## src/rtl/subbytes_sequencer_pkg.sv

```systemverilog
// Shared AES SubBytes sequencing definitions.
// Holds the default S-box latency and word count, the sequencer FSM encoding and
// the helper that maps a word index to its bit offset inside the 128-bit state.
package subbytes_sequencer_pkg;

  localparam int unsigned SBOX_LAT_DEF = 6;   // pipelined S-box depth, word in to word out
  localparam int unsigned WORDS_DEF    = 8;   // 16-bit words per 128-bit state
  localparam int unsigned WORD_W       = 16;
  localparam int unsigned STATE_W      = 128;

  typedef enum logic [1:0] {
    StIdle,
    StFeed,
    StDrain,
    StDone
  } seq_state_e;

  // Bit offset of word idx; word 0 occupies bits [15:0] so byte 0 stays at [7:0].
  function automatic int unsigned word_lo(input int unsigned idx);
    return idx * WORD_W;
  endfunction

endpackage

```

## src/rtl/sbox_word_collector.sv

```systemverilog
// Reassembles the words returned by the external S-box pipeline into a 128-bit state.
// Ports:
//   clk, rst   - rising-edge clock, asynchronous active-high reset
//   start      - new operation accepted this cycle; clears both counters
//   active     - sequencer is feeding or draining the S-box
//   sbox_dout  - word returned by the S-box pipeline
//   last       - the final word is being captured this cycle
//   state      - assembled SubBytes result (only meaningful once last has fired)
module sbox_word_collector
  import subbytes_sequencer_pkg::*;
#(
  parameter int unsigned SBOX_LAT = SBOX_LAT_DEF,
  parameter int unsigned WORDS    = WORDS_DEF
) (
  input  logic               clk,
  input  logic               rst,
  input  logic               start,
  input  logic               active,
  input  logic [WORD_W-1:0]  sbox_dout,
  output logic               last,
  output logic [STATE_W-1:0] state
);

  localparam int unsigned CNT_W = $clog2(WORDS + SBOX_LAT + 1);

  logic [CNT_W-1:0]   lat_q, lat_d;   // cycles since feeding began, saturates at SBOX_LAT
  logic [CNT_W-1:0]   cap_q, cap_d;   // index of the next word to capture
  logic [STATE_W-1:0] asm_q, asm_d;
  logic               capture;

  // Word j was driven on feed cycle j, so it emerges SBOX_LAT cycles later; once the
  // latency window has elapsed every active cycle delivers the next word in order.
  assign capture = active && (lat_q == CNT_W'(SBOX_LAT)) && (cap_q < CNT_W'(WORDS));
  assign last    = capture && (cap_q == CNT_W'(WORDS - 1));
  assign state   = asm_q;

  always_comb begin
    lat_d = lat_q;
    cap_d = cap_q;
    asm_d = asm_q;
    if (start) begin
      lat_d = '0;
      cap_d = '0;
    end else if (active) begin
      if (lat_q != CNT_W'(SBOX_LAT)) begin
        lat_d = lat_q + CNT_W'(1);
      end
      if (capture) begin
        asm_d[word_lo(32'(cap_q)) +: WORD_W] = sbox_dout;
        cap_d = cap_q + CNT_W'(1);
      end
    end
  end

  always_ff @(posedge clk or posedge rst) begin
    if (rst) begin
      lat_q <= '0;
      cap_q <= '0;
      asm_q <= '0;
    end else begin
      lat_q <= lat_d;
      cap_q <= cap_d;
      asm_q <= asm_d;
    end
  end

endmodule

```

## src/rtl/subbytes_sequencer.sv

```systemverilog
// Sequences one 128-bit AES state through an external 16-bit pipelined S-box.
// The state is latched on accept, fed one word per cycle, and the returned words
// are collected into out_state, which is presented until the consumer takes it.
// WORDS * 16 is expected to equal 128.
// Ports:
//   clk, rst             - rising-edge clock, asynchronous active-high reset
//   in_valid/in_ready    - input handshake; in_state is the AES state (byte 0 = [7:0])
//   sbox_din             - word driven into the S-box (zero outside feeding)
//   sbox_dout            - word returned SBOX_LAT cycles after it was driven
//   out_valid/out_ready  - output handshake; out_state is SubBytes(in_state)
module subbytes_sequencer
  import subbytes_sequencer_pkg::*;
#(
  parameter int unsigned SBOX_LAT = SBOX_LAT_DEF,
  parameter int unsigned WORDS    = WORDS_DEF
) (
  input  logic               clk,
  input  logic               rst,
  input  logic               in_valid,
  output logic               in_ready,
  input  logic [STATE_W-1:0] in_state,
  output logic [WORD_W-1:0]  sbox_din,
  input  logic [WORD_W-1:0]  sbox_dout,
  output logic               out_valid,
  input  logic               out_ready,
  output logic [STATE_W-1:0] out_state
);

  localparam int unsigned CNT_W = $clog2(WORDS + SBOX_LAT + 1);

  seq_state_e         state_q, state_d;
  logic [CNT_W-1:0]   feed_q, feed_d;
  logic [STATE_W-1:0] data_q, data_d;
  logic               in_ready_q;
  logic               accept;
  logic               cap_last;
  logic               busy;

  // in_ready is registered so it stays low throughout reset and rises on the
  // first edge afterwards; it otherwise tracks state_q == StIdle exactly.
  assign in_ready  = in_ready_q;
  assign accept    = in_valid && in_ready_q;
  assign out_valid = (state_q == StDone);
  assign busy      = (state_q == StFeed) || (state_q == StDrain);

  always_comb begin
    state_d = state_q;
    feed_d  = feed_q;
    data_d  = data_q;
    unique case (state_q)
      StIdle: begin
        if (accept) begin
          state_d = StFeed;
          feed_d  = '0;
          data_d  = in_state;
        end
      end
      StFeed: begin
        feed_d = feed_q + CNT_W'(1);
        if (feed_q == CNT_W'(WORDS - 1)) begin
          // A zero-latency S-box finishes capture during the last feed cycle.
          state_d = cap_last ? StDone : StDrain;
        end
      end
      StDrain: begin
        if (cap_last) begin
          state_d = StDone;
        end
      end
      StDone: begin
        if (out_ready) begin
          state_d = StIdle;
        end
      end
      default: state_d = StIdle;
    endcase
  end

  always_comb begin
    sbox_din = '0;
    if (state_q == StFeed) begin
      sbox_din = data_q[word_lo(32'(feed_q)) +: WORD_W];
    end
  end

  always_ff @(posedge clk or posedge rst) begin
    if (rst) begin
      state_q    <= StIdle;
      feed_q     <= '0;
      data_q     <= '0;
      in_ready_q <= 1'b0;
    end else begin
      state_q    <= state_d;
      feed_q     <= feed_d;
      data_q     <= data_d;
      in_ready_q <= (state_d == StIdle);
    end
  end

  // Counters restart on accept, so words still in flight from an aborted
  // operation fall inside the latency window and are never captured.
  sbox_word_collector #(
    .SBOX_LAT (SBOX_LAT),
    .WORDS    (WORDS)
  ) u_collector (
    .clk       (clk),
    .rst       (rst),
    .start     (accept),
    .active    (busy),
    .sbox_dout (sbox_dout),
    .last      (cap_last),
    .state     (out_state)
  );

endmodule
```

## config.mk

```make
export PLATFORM = sky130hd
export DESIGN_NAME = subbytes_sequencer
export DESIGN_NICKNAME = d
export VERILOG_FILES = /design/src/rtl/subbytes_sequencer_pkg.sv /design/src/rtl/sbox_word_collector.sv /design/src/rtl/subbytes_sequencer.sv
export SDC_FILE = /design/constraint.sdc
export NUM_CORES = 1
export LEC_CHECK = 0
export ABC_AREA = 0
export ABC_CLOCK_PERIOD_IN_PS = 18100
export BUFFER_PORTS_ARGS = -buffer_cell sky130_fd_sc_hd__buf_2
export CAP_MARGIN = 20
export CORE_AREA = 2 2 177 179
export CTS_BUF_LIST = sky130_fd_sc_hd__clkbuf_4 sky130_fd_sc_hd__clkbuf_8
export CTS_CLUSTER_DIAMETER = 50
export CTS_CLUSTER_SIZE = 25
export DETAILED_ROUTE_END_ITERATION = 8
export DIE_AREA = 0 0 179 181
export HOLD_SLACK_MARGIN = 0.06
export SLEW_MARGIN = 5
export SYNTH_ARGS = -nofsm -noshare
export SYNTH_HDL_FRONTEND = slang
export SYNTH_SLANG_ARGS = --single-unit
```

## constraint.sdc

```tcl
create_clock -name clk -period 18.1 [get_ports clk]
set_input_delay 2.715 -clock clk [delete_from_list [all_inputs] [get_ports clk]]
set_output_delay 2.715 -clock clk [all_outputs]
set_load 0.02 [all_outputs]
```

# Word-level counts from Yosys, hierarchy flattened
# Cells that the tools add are included.
# totals
ff_bits	271
in_bits	148
out_inout_bits	146
# classes
add_sub_neg	4
magnitude_cmp	1
n_eq_ne	8
shifts	3
muxes	16
bitwise	1
n_reduce_logical	16
# ops
operator	n
128-bit bitwise mux	1
16-bit by 34-bit variable shift with 128-bit output, first input constant	1
128-bit by 9-bit variable part select with 16-bit output	1
16-bit by 34-bit variable part select with 128-bit output	1
8-bit negation with 34-bit output	1
4-bit two-way mux	7
16-bit two-way mux	1
4-bit by 1-bit adder with 4-bit output, second input constant	3
4-bit by 3-bit equality test with 1-bit output, second input constant	3
2-bit two-way mux	4
2-bit case mux with 4 select lines	1
4-bit case mux with 2 select lines	1
2-bit AND reduction	4
2-bit nonzero test	4
2-bit equality test, second input constant	2
1-bit logical AND	4
2-bit logical NOT	2
4-bit < comparator, second input constant	1
4-bit by 3-bit != test with 1-bit output, second input constant	1
3-bit AND reduction	1
2-bit by 1-bit equality test with 1-bit output, second input constant	1
2-bit != test, second input constant	1
1-bit logical OR	1
1-bit two-way mux	1
1-bit NOT	1

# Logic depth before layout (Yosys ltp)
# Gate-level depths: netlist (run 1).
# depth
word_depth	9
ltp_mapped	9
depth_no_buf	6

# Cells and area by module
# From an unflattened synthesis (run 1), not the netlist that was laid out.
# unflattened
cells_unflattened	889
hier_area_um2	12122.9
# modules_own_cells
mod	instances	cells_per_inst	area_each_um2	seq_area_each_um2
subbytes_sequencer	1	408	6274.8	3378.2
sbox_word_collector	1	481	5848.1	3403.3

# Worst setup path after synthesis (run 1)
# OpenSTA, ideal clock, no wires.
# synth_path
path_kind	register to output
from	register feed_q[0]
to	output sbox_din[10]
arrival_time_ns	1.800
setup_slack_ns	13.585
stages_incl_launch_ff	6
n_path_buf	2
cell_sequence	dfrtp_1 clkbuf_1 buf_2 mux4_2 mux2i_1 nor2_1
# synth_between
elab_chain_cells	2
# synth_lines
element	line	source
start: declaration	subbytes_sequencer.sv:32	logic [CNT_W-1:0] feed_q, feed_d;
start signal: assignment	subbytes_sequencer.sv:89	feed_q <= '0;
start signal: assignment	subbytes_sequencer.sv:94	feed_q <= feed_d;
128-bit by 9-bit variable part select with 16-bit output	subbytes_sequencer.sv:82	sbox_din = data_q[word_lo(32'(feed_q)) +: WORD_W];
16-bit two-way mux	subbytes_sequencer.sv:81	if (state_q == StFeed) begin
end: declaration	subbytes_sequencer.sv:22	output logic [WORD_W-1:0] sbox_din,
# Every way passes these cells.

# Worst setup path in the final report (run 1)
# layout_path
from	register feed_q[0]
to	output sbox_din[3]
# Same word-level chain as after synthesis.

==> qor.log, run 1 <==
INFO  floorplan      std_cell_rows=64
INFO  min_path       hold_wc_path_type=flip-flop to flip-flop
INFO  synthesis      async_flop_share=1.000
INFO  timing         tightest_slew=1045ps
INFO  global_routing grt_pass1_vias=8,133
INFO  timing         clock.fmax=189.0MHz
INFO  setup_path     worst-path-max-fanout=36
INFO  synthesis      synthesized_netlist_cell_count=828
INFO  cts            clock_sinks=271
INFO  timing         hold_slack=501.4ps
INFO  power_and_ir_drop pwr_density_cell=80.53nW/um^2
INFO  drt            wl_per_cell=19.63um
INFO  cts            post_cts.repair.setup_buffers=0
INFO  synthesis      synth_enable_flop_cells=0
INFO  drt            drtIter0Drc=394
INFO  synthesis      ys_seq_elements=271
INFO  global_routing groute.usage.overall=0.1884
INFO  floorplan      fp.dieH=181um
INFO  setup_path     cp_data_required_time=15,390ps
INFO  global_routing antenna_found_initial=10
INFO  power_and_ir_drop p_leak=7.758nW
INFO  setup_path     crit_arrival=2580ps
INFO  layout         fin_area=14,730um^2
INFO  timing         period_minus_slack=5291ps
INFO  layout         layout-area-overhead-vs-synth=22.56%
INFO  drt            routed-via-count=7,706
INFO  run            maxCapViolCount=0
INFO  timing         final_max_slew_viol_count=0
INFO  cts            clk_path_buf_depth=3
INFO  global_routing global_route.overflow_total=0
INFO  cts            post_cts_hold_buffer_count=0
INFO  cts            cts_buffers=36
INFO  synthesis      synth_flop_cell=sky130_fd_sc_hd__dfrtp_1
INFO  cts            clkSlewWorstSetupHoldPaths=70ps
INFO  timing         final.setup.tns=0ps
INFO  timing         fin_crit_share=0.2923
INFO  drt            finalWirelength=30,390um
INFO  timing         grt_setup_unrepaired=false
INFO  layout         layout_cells_sized_above_1=0.5656
INFO  timing         timing.clock.skew=35.76ps
INFO  synthesis      netlist-cell-type-count=45
INFO  setup_path     launching_element_type_of_the_critical_path=flip-flop
INFO  drt            firstDrtPassIters=4
INFO  cts            clock_insertion_delay_worst_skew=550ps
INFO  floorplan      die_x=179um
INFO  synthesis      synth_fp_nets=987
INFO  drt            post_drt_via_cell_ratio=4.978
INFO  drt            ant_nets=0
INFO  cts            cell_at_the_root_of_the_clock_tree=sky130_fd_sc_hd__clkbuf_8
INFO  synthesis      synth-seq-area-share=0.5642
INFO  placed_design  place_congestion=0.7806
INFO  floorplan      die_outline_area=32,400um^2
INFO  power_and_ir_drop vdd_ir_drop_max=67.34uV
INFO  floorplan      fp.coreArea=30,350um^2
INFO  placed_design  place_hpwl=21,680um
INFO  outcome        run_status=finished, final reports clean
INFO  floorplan      effective_utilization_at_floorplan=0.3961
INFO  placed_design  numPortBuffers=293
INFO  synthesis      post_synthesis_area_per_instance=14.52um^2
INFO  cts            cts_tree=done
INFO  setup_path     worstSetupEndpointType=output port
INFO  timing         timing.slew.headroom=0.3036
INFO  synthesis      yosysWarnings=0
INFO  drt            drc_errors=0
INFO  global_routing wire_length_of_the_first_global_routing_pass=46,830um
INFO  setup_path     path_class=flip-flop to output port
INFO  synthesis      netlist_area=12,020um^2
INFO  global_routing grt_start_max_net_pins=129
INFO  cts            post_cts_resized=0
INFO  placed_design  placed_cell_area=13,850um^2
INFO  layout         nets=1,284
INFO  layout         filler_cell_count=2,744
INFO  timing         setup-violations-final=0
INFO  floorplan      design.portCount=294
INFO  timing         finalHoldViolCount=0
INFO  cts            cts-htree-levels=2
[cell usage after synthesis (2+ instances only)]
| library cell | number | area share |
|---|---|---|
| sky130_fd_sc_hd__buf_2 | 5 | 0.0021 |
| sky130_fd_sc_hd__nor3_1 | 2 | 0.00083 |
| sky130_fd_sc_hd__xor2_1 | 4 | 0.0029 |
| sky130_fd_sc_hd__buf_1 | 3 | 0.00094 |
| sky130_fd_sc_hd__dfrtp_1 | 271 | 0.56 |
| sky130_fd_sc_hd__and2_1 | 39 | 0.020 |
| sky130_fd_sc_hd__nand3b_1 | 2 | 0.0012 |
| sky130_fd_sc_hd__mux2i_1 | 36 | 0.030 |
| sky130_fd_sc_hd__buf_6 | 4 | 0.0037 |
| sky130_fd_sc_hd__nand3_1 | 10 | 0.0042 |
| sky130_fd_sc_hd__nand4_2 | 3 | 0.0031 |
| sky130_fd_sc_hd__nand2_1 | 27 | 0.0084 |
| sky130_fd_sc_hd__o21ai_0 | 6 | 0.0025 |
| sky130_fd_sc_hd__and3_1 | 11 | 0.0057 |
| sky130_fd_sc_hd__a41oi_1 | 2 | 0.0015 |
| sky130_fd_sc_hd__clkbuf_1 | 26 | 0.0081 |
| sky130_fd_sc_hd__xnor2_1 | 2 | 0.0015 |
| sky130_fd_sc_hd__a22o_1 | 2 | 0.0015 |
| sky130_fd_sc_hd__nor2_1 | 34 | 0.011 |
| sky130_fd_sc_hd__mux4_2 | 32 | 0.060 |
| sky130_fd_sc_hd__buf_4 | 4 | 0.0025 |
| sky130_fd_sc_hd__a21oi_1 | 4 | 0.0017 |
| sky130_fd_sc_hd__nor2_2 | 3 | 0.0016 |
| sky130_fd_sc_hd__ha_1 | 11 | 0.011 |
| sky130_fd_sc_hd__nor2b_1 | 3 | 0.0016 |
| sky130_fd_sc_hd__inv_1 | 28 | 0.0087 |
| sky130_fd_sc_hd__mux2_2 | 236 | 0.22 |
[power by group]
group / internal, W / total [W] / switching [W]
clock network: 0.000289 / 0.000548 / 0.000259
logic: 0.0000126 / 0.0000332 / 0.0000206
registers: 0.000605 / 0.000605 / 0
total: 0.000907 / 0.00119 / 0.000279
[layout make-up]
cell class              instances  area, um^2  area share
diodes                          1       2.502   0.0001699
flip-flops and latches        271        6784      0.4605
well taps                     396       495.5     0.03363
clock inverters                24       310.3     0.02106
clock buffers                  40       550.5     0.03737
multi-input cells             487        4946      0.3357
inverters                      28       112.6    0.007644
repair buffers                301        1530      0.1039
[stage by stage]
stage	cells	worst slack, ps	utilization	power, W
after detailed placement	1481	13060	0.4563	0.0006518
after global placement	1481	13030	0.4563	0.0006516
after global routing	1547	12630	0.4853	0.001236
after floorplan	828	7918	-	0.0006277
after CTS	1545	12740	0.4847	0.001207
final	1548	12810	0.4854	0.001186
[worst max-delay path, stage by stage (launching register included)]
cell and delay [ps]:
sky130_fd_sc_hd__dfrtp_2 340, sky130_fd_sc_hd__buf_4 560, sky130_fd_sc_hd__mux4_2 630, sky130_fd_sc_hd__mux2i_1 210, sky130_fd_sc_hd__nor2_1 80, sky130_fd_sc_hd__buf_2 200
[kinds of logic (layout without fill, tap and decap cells)]
logic type,Yosys count,after routing,synth area share
flip-flops,271,271,0.5642
AND/OR/NAND/NOR,142,142,0.06506
AO/OA/AOI/OAI,23,23,0.01551
other,0,1,0
multiplexers,304,304,0.3110
adder cells (fa/ha/maj),11,11,0.01145
buffers and inverters,70,393,0.02613
XOR/XNOR,7,7,0.006662
[registers in the layout, summed over array words and instances (netlist names)]
name               flops
u_collector.cap_q      4
in_ready               1
u_collector.state    128
data_q               128
state_q                2
u_collector.lat_q      4
feed_q                 4
[layout by cell type (no fill, tap or decap), types with 4 or more instances in the layout]
master,instances
sky130_fd_sc_hd__clkbuf_8,40
sky130_fd_sc_hd__o21ai_0,6
sky130_fd_sc_hd__dfrtp_1,269
sky130_fd_sc_hd__mux2_2,236
sky130_fd_sc_hd__nand2_1,27
sky130_fd_sc_hd__a21oi_1,4
sky130_fd_sc_hd__inv_8,5
sky130_fd_sc_hd__buf_4,7
sky130_fd_sc_hd__clkinvlp_4,4
sky130_fd_sc_hd__xor2_1,4
sky130_fd_sc_hd__and3_1,11
sky130_fd_sc_hd__inv_1,27
sky130_fd_sc_hd__mux4_2,32
sky130_fd_sc_hd__inv_6,6
sky130_fd_sc_hd__nand3_1,9
sky130_fd_sc_hd__ha_1,11
sky130_fd_sc_hd__nor2_1,34
sky130_fd_sc_hd__bufinv_16,5
sky130_fd_sc_hd__and2_1,39
sky130_fd_sc_hd__buf_2,293
sky130_fd_sc_hd__mux2i_1,36
[routing by layer]
layer  global-route usage  share of wire  vias to the layer above
met5                    0         0.0039                        -
met4              0.06179          0.030                       18
met3              0.07071          0.094                       76
met2               0.3071           0.47                      267
met1               0.2299           0.40                     3796
li1                     -              -                     3549
[worst paths after layout]
kind	slack, ps	cells past startpoint	from	endpoint
max	12810	5	feed_q[0]	sbox_din[3]
min	500	1	u_collector.state[94]	u_collector.state[94]
max reg2reg	14690	6	u_collector.cap_q[0]	u_collector.state[49]
min reg2reg	500	1	u_collector.state[94]	u_collector.state[94]
max in group asynchronous	14160	3	rst	feed_q[0]
min in group asynchronous	2360	2	rst	u_collector.state[111]
No activity file was read; power rests on OpenSTA's default activity.
==> inputs of run 2 (changes only) <==
Settings changed: ABC_CLOCK_PERIOD_IN_PS 18100 to 5400.
Clock period 18.1 ns to 5.4 ns, I/O delays scaled along.
==> run 2 against run 1 <==
  * Sequential cell count is the same
  * Critical endpoint is now sbox_din[11]
  * Critical path type unchanged
  * Sequential share of layout area grew 0.11 points
  * Non-clock buffer count unchanged
  * Sequential power increased to 3.4 times the previous value
  * Critical path depth unchanged
==> qor.log, run 2 (synthesized netlist as in run 1, its figures left out) <==
INFO  outcome        run_status=finished, final reports clean
INFO  drt            drtIter0Drc=344 [-13%]
INFO  power_and_ir_drop power.sequential.fraction=0.526 [+0.016]
INFO  timing         setup-violations-final=0 [unchanged]
INFO  layout         nets=1,284 [unchanged]
INFO  setup_path     crit_arrival=2870ps [+290 ps]
INFO  timing         fin_crit_share=0.6808
INFO  cts            clkSlewWorstSetupHoldPaths=90ps [+20 ps]
INFO  setup_path     worstSetupEndpointType=output port
INFO  layout         mostFrequentLayoutCell=sky130_fd_sc_hd__buf_2
INFO  floorplan      design.portCount=294 [unchanged]
INFO  cts            clock_insertion_delay_worst_skew=560ps [about the same]
INFO  cts            cell_at_the_root_of_the_clock_tree=sky130_fd_sc_hd__clkbuf_8
INFO  timing         timing.clock.skew=33.40ps [-2.360 ps]
INFO  setup_path     worst-path-max-fanout=22 [-39%]
INFO  global_routing groute.usage.overall=0.1897 [+0.001311]
INFO  setup_path     crit_start=feed_q[0]
INFO  layout         layout-area-overhead-vs-synth=22.25%
INFO  timing         clock.fmax=272.0MHz
INFO  cts            clock_sinks=271 [unchanged]
INFO  timing         final_max_slew_viol_count=0 [unchanged]
INFO  timing         grt_setup_unrepaired=false
INFO  setup_path     cp_data_required_time=4590ps [-10,800 ps]
INFO  timing         period_minus_slack=3676ps
INFO  cts            post_cts.repair.setup_buffers=0 [unchanged]
INFO  layout         stdcell_count=1,554 [+0.39%]
INFO  setup_path     critPathCapture=sbox_din[11]
INFO  setup_path     worst_reg2reg_path_endpoint=u_collector.state[0]
INFO  setup_path     regToRegSetupSlack=1910ps [-12,780 ps]
INFO  global_routing wire_length_of_the_first_global_routing_pass=47,090um [+0.56%]
INFO  power_and_ir_drop power.switching_fraction=0.2499 [+0.01448]
INFO  cts            cts_tree=done
INFO  floorplan      fp.dieH=181um [unchanged]
INFO  cts            post_cts_resized=0 [unchanged]
INFO  drt            wl_per_cell=19.98um [+1.8%]
INFO  power_and_ir_drop p_leak=7.730nW [-0.35%]
INFO  power_and_ir_drop power.share.clock=0.445 [-0.017]
INFO  setup_path     launching_element_type_of_the_critical_path=flip-flop
INFO  floorplan      fp.coreArea=30,350um^2 [unchanged]
INFO  cts            cts_buffers=36 [unchanged]
INFO  cts            clk_path_buf_depth=3 [unchanged]
INFO  layout         layout_cells_sized_above_1=0.5660 [about the same]
INFO  floorplan      std_cell_rows=64 [unchanged]
INFO  timing         tightest_slew=1077ps [+32.34 ps]
INFO  drt            drc_errors=0 [unchanged]
INFO  placed_design  numPortBuffers=293 [unchanged]
INFO  placed_design  place_congestion=0.7762 [-0.56%]
INFO  drt            finalWirelength=31,050um [+2.2%]
INFO  run            maxCapViolCount=0 [unchanged]
INFO  placed_design  place_hpwl=22,380um [+3.2%]
INFO  drt            ant_nets=0 [unchanged]
INFO  drt            routed-via-count=7,855 [+1.9%]
INFO  drt            firstDrtPassIters=4 [unchanged]
INFO  setup_path     reg2reg_depth=6 [unchanged]
INFO  layout         filler_cell_count=2,817 [+2.7%]
INFO  layout         layout.cells.most_common_list=sky130_fd_sc_hd__buf_2, sky130_fd_sc_hd__dfrtp_1, sky130_fd_sc_hd__mux2_2
INFO  timing         finalHoldViolCount=0 [unchanged]
INFO  power_and_ir_drop vdd_ir_drop_max=205.9uV [+210%]
INFO  global_routing grt_start_max_net_pins=161 [+25%]
INFO  setup_path     reg_to_reg_start=u_collector.cap_q[0]
INFO  cts            cts-htree-levels=2 [unchanged]
INFO  placed_design  placed_cells=1,483 [+0.14%]
INFO  power_and_ir_drop total_switching_power=0.0009636W [+240%]
INFO  power_and_ir_drop power.internal=0.002892W [+220%]
INFO  floorplan      effective_utilization_at_floorplan=0.3961 [unchanged]
INFO  timing         timing.slew.headroom=0.2820 [-0.02156]
INFO  global_routing grt_pass1_vias=8,154 [+0.26%]
INFO  global_routing antenna_found_initial=14 [+4]
INFO  global_routing global_route.overflow_total=0 [unchanged]
INFO  floorplan      die_outline_area=32,400um^2 [unchanged]
INFO  setup_path     path_class=flip-flop to output port
INFO  timing         final.setup.tns=0ps [unchanged]
INFO  floorplan      die_x=179um [unchanged]
INFO  cts            post_cts_hold_buffer_count=0 [unchanged]
INFO  power_and_ir_drop p_comb_frac=0.029 [about the same]
INFO  power_and_ir_drop pwr_density_cell=262.4nW/um^2 [+230%]
INFO  min_path       hold_wc_path_type=input port to async pin
INFO  drt            post_drt_via_cell_ratio=5.055 [+1.5%]
[run 2: metal layers]
metal,share of wire,vias to the layer above,global-route usage
li1,-,3542,-
met1,0.40,3972,0.2315
met2,0.48,264,0.3109
met3,0.10,61,0.07870
met4,0.018,16,0.04683
met5,0.0037,-,0
[run 2: power groups by stage]
stage,Clock [W],Sequential (W),Combinational [W]
after floorplan,0,0.00207,0.0000356
after global placement,0,0.00207,0.000117
after detailed placement,0,0.00207,0.000118
after CTS,0.00177,0.00203,0.000118
after global routing,0.00186,0.00203,0.000129
final,0.00172,0.00203,0.000113
[run 2: worst min-delay path by stage]
| stage | endpoint | slack, ps | cells after the start | startpoint |
|---|---|---|---|---|
| floorplan | data_q[100] | 470 | 1 | data_q[100] |
| global placement | data_q[54] | 480 | 1 | data_q[54] |
| detailed placement | data_q[101] | 490 | 1 | data_q[101] |
| CTS | u_collector.state[110] | 410 | 2 | rst |
| global route | data_q[80] | 440 | 2 | in_state[80] |
| finish | u_collector.state[43] | 400 | 2 | rst |
[run 2: area by class of cell]
| class | instances | area (um^2) | share of cell area |
|---|---|---|---|
| sequential | 271 | 6784 | 0.4616 |
| multi-input combinational | 487 | 4946 | 0.3366 |
| timing repair buffer | 301 | 1546 | 0.1052 |
| clock buffer | 43 | 585.6 | 0.03985 |
| tap | 396 | 495.5 | 0.03372 |
| clock inverter | 22 | 214.0 | 0.01456 |
| inverter | 28 | 108.9 | 0.007407 |
| antenna | 6 | 15.01 | 0.001022 |
[run 2: per-stage QoR]
| stage | util | power, W | setup WS, ps | hold WS (ps) | instance area, um^2 |
|---|---|---|---|---|---|
| after floorplan | - | 0.002105 | 1009 | 473.9 | 12020 |
| after global placement | 0.4569 | 0.002185 | 2037 | 483.0 | 13870 |
| after detailed placement | 0.4574 | 0.002186 | 1925 | 487.9 | 13880 |
| after CTS | 0.4837 | 0.003920 | 1581 | 406.5 | 14680 |
| after global routing | 0.4837 | 0.004018 | 1476 | 439.2 | 14680 |
| final | 0.4842 | 0.003855 | 1724 | 399.5 | 14700 |
[run 2: worst max-delay path: stages (launching register included)]
cell and delay, ps:
sky130_fd_sc_hd__dfrtp_2 890, sky130_fd_sc_hd__buf_4 420, sky130_fd_sc_hd__mux4_2 580, sky130_fd_sc_hd__mux2i_1 160, sky130_fd_sc_hd__nor2_1 70, sky130_fd_sc_hd__buf_2 190
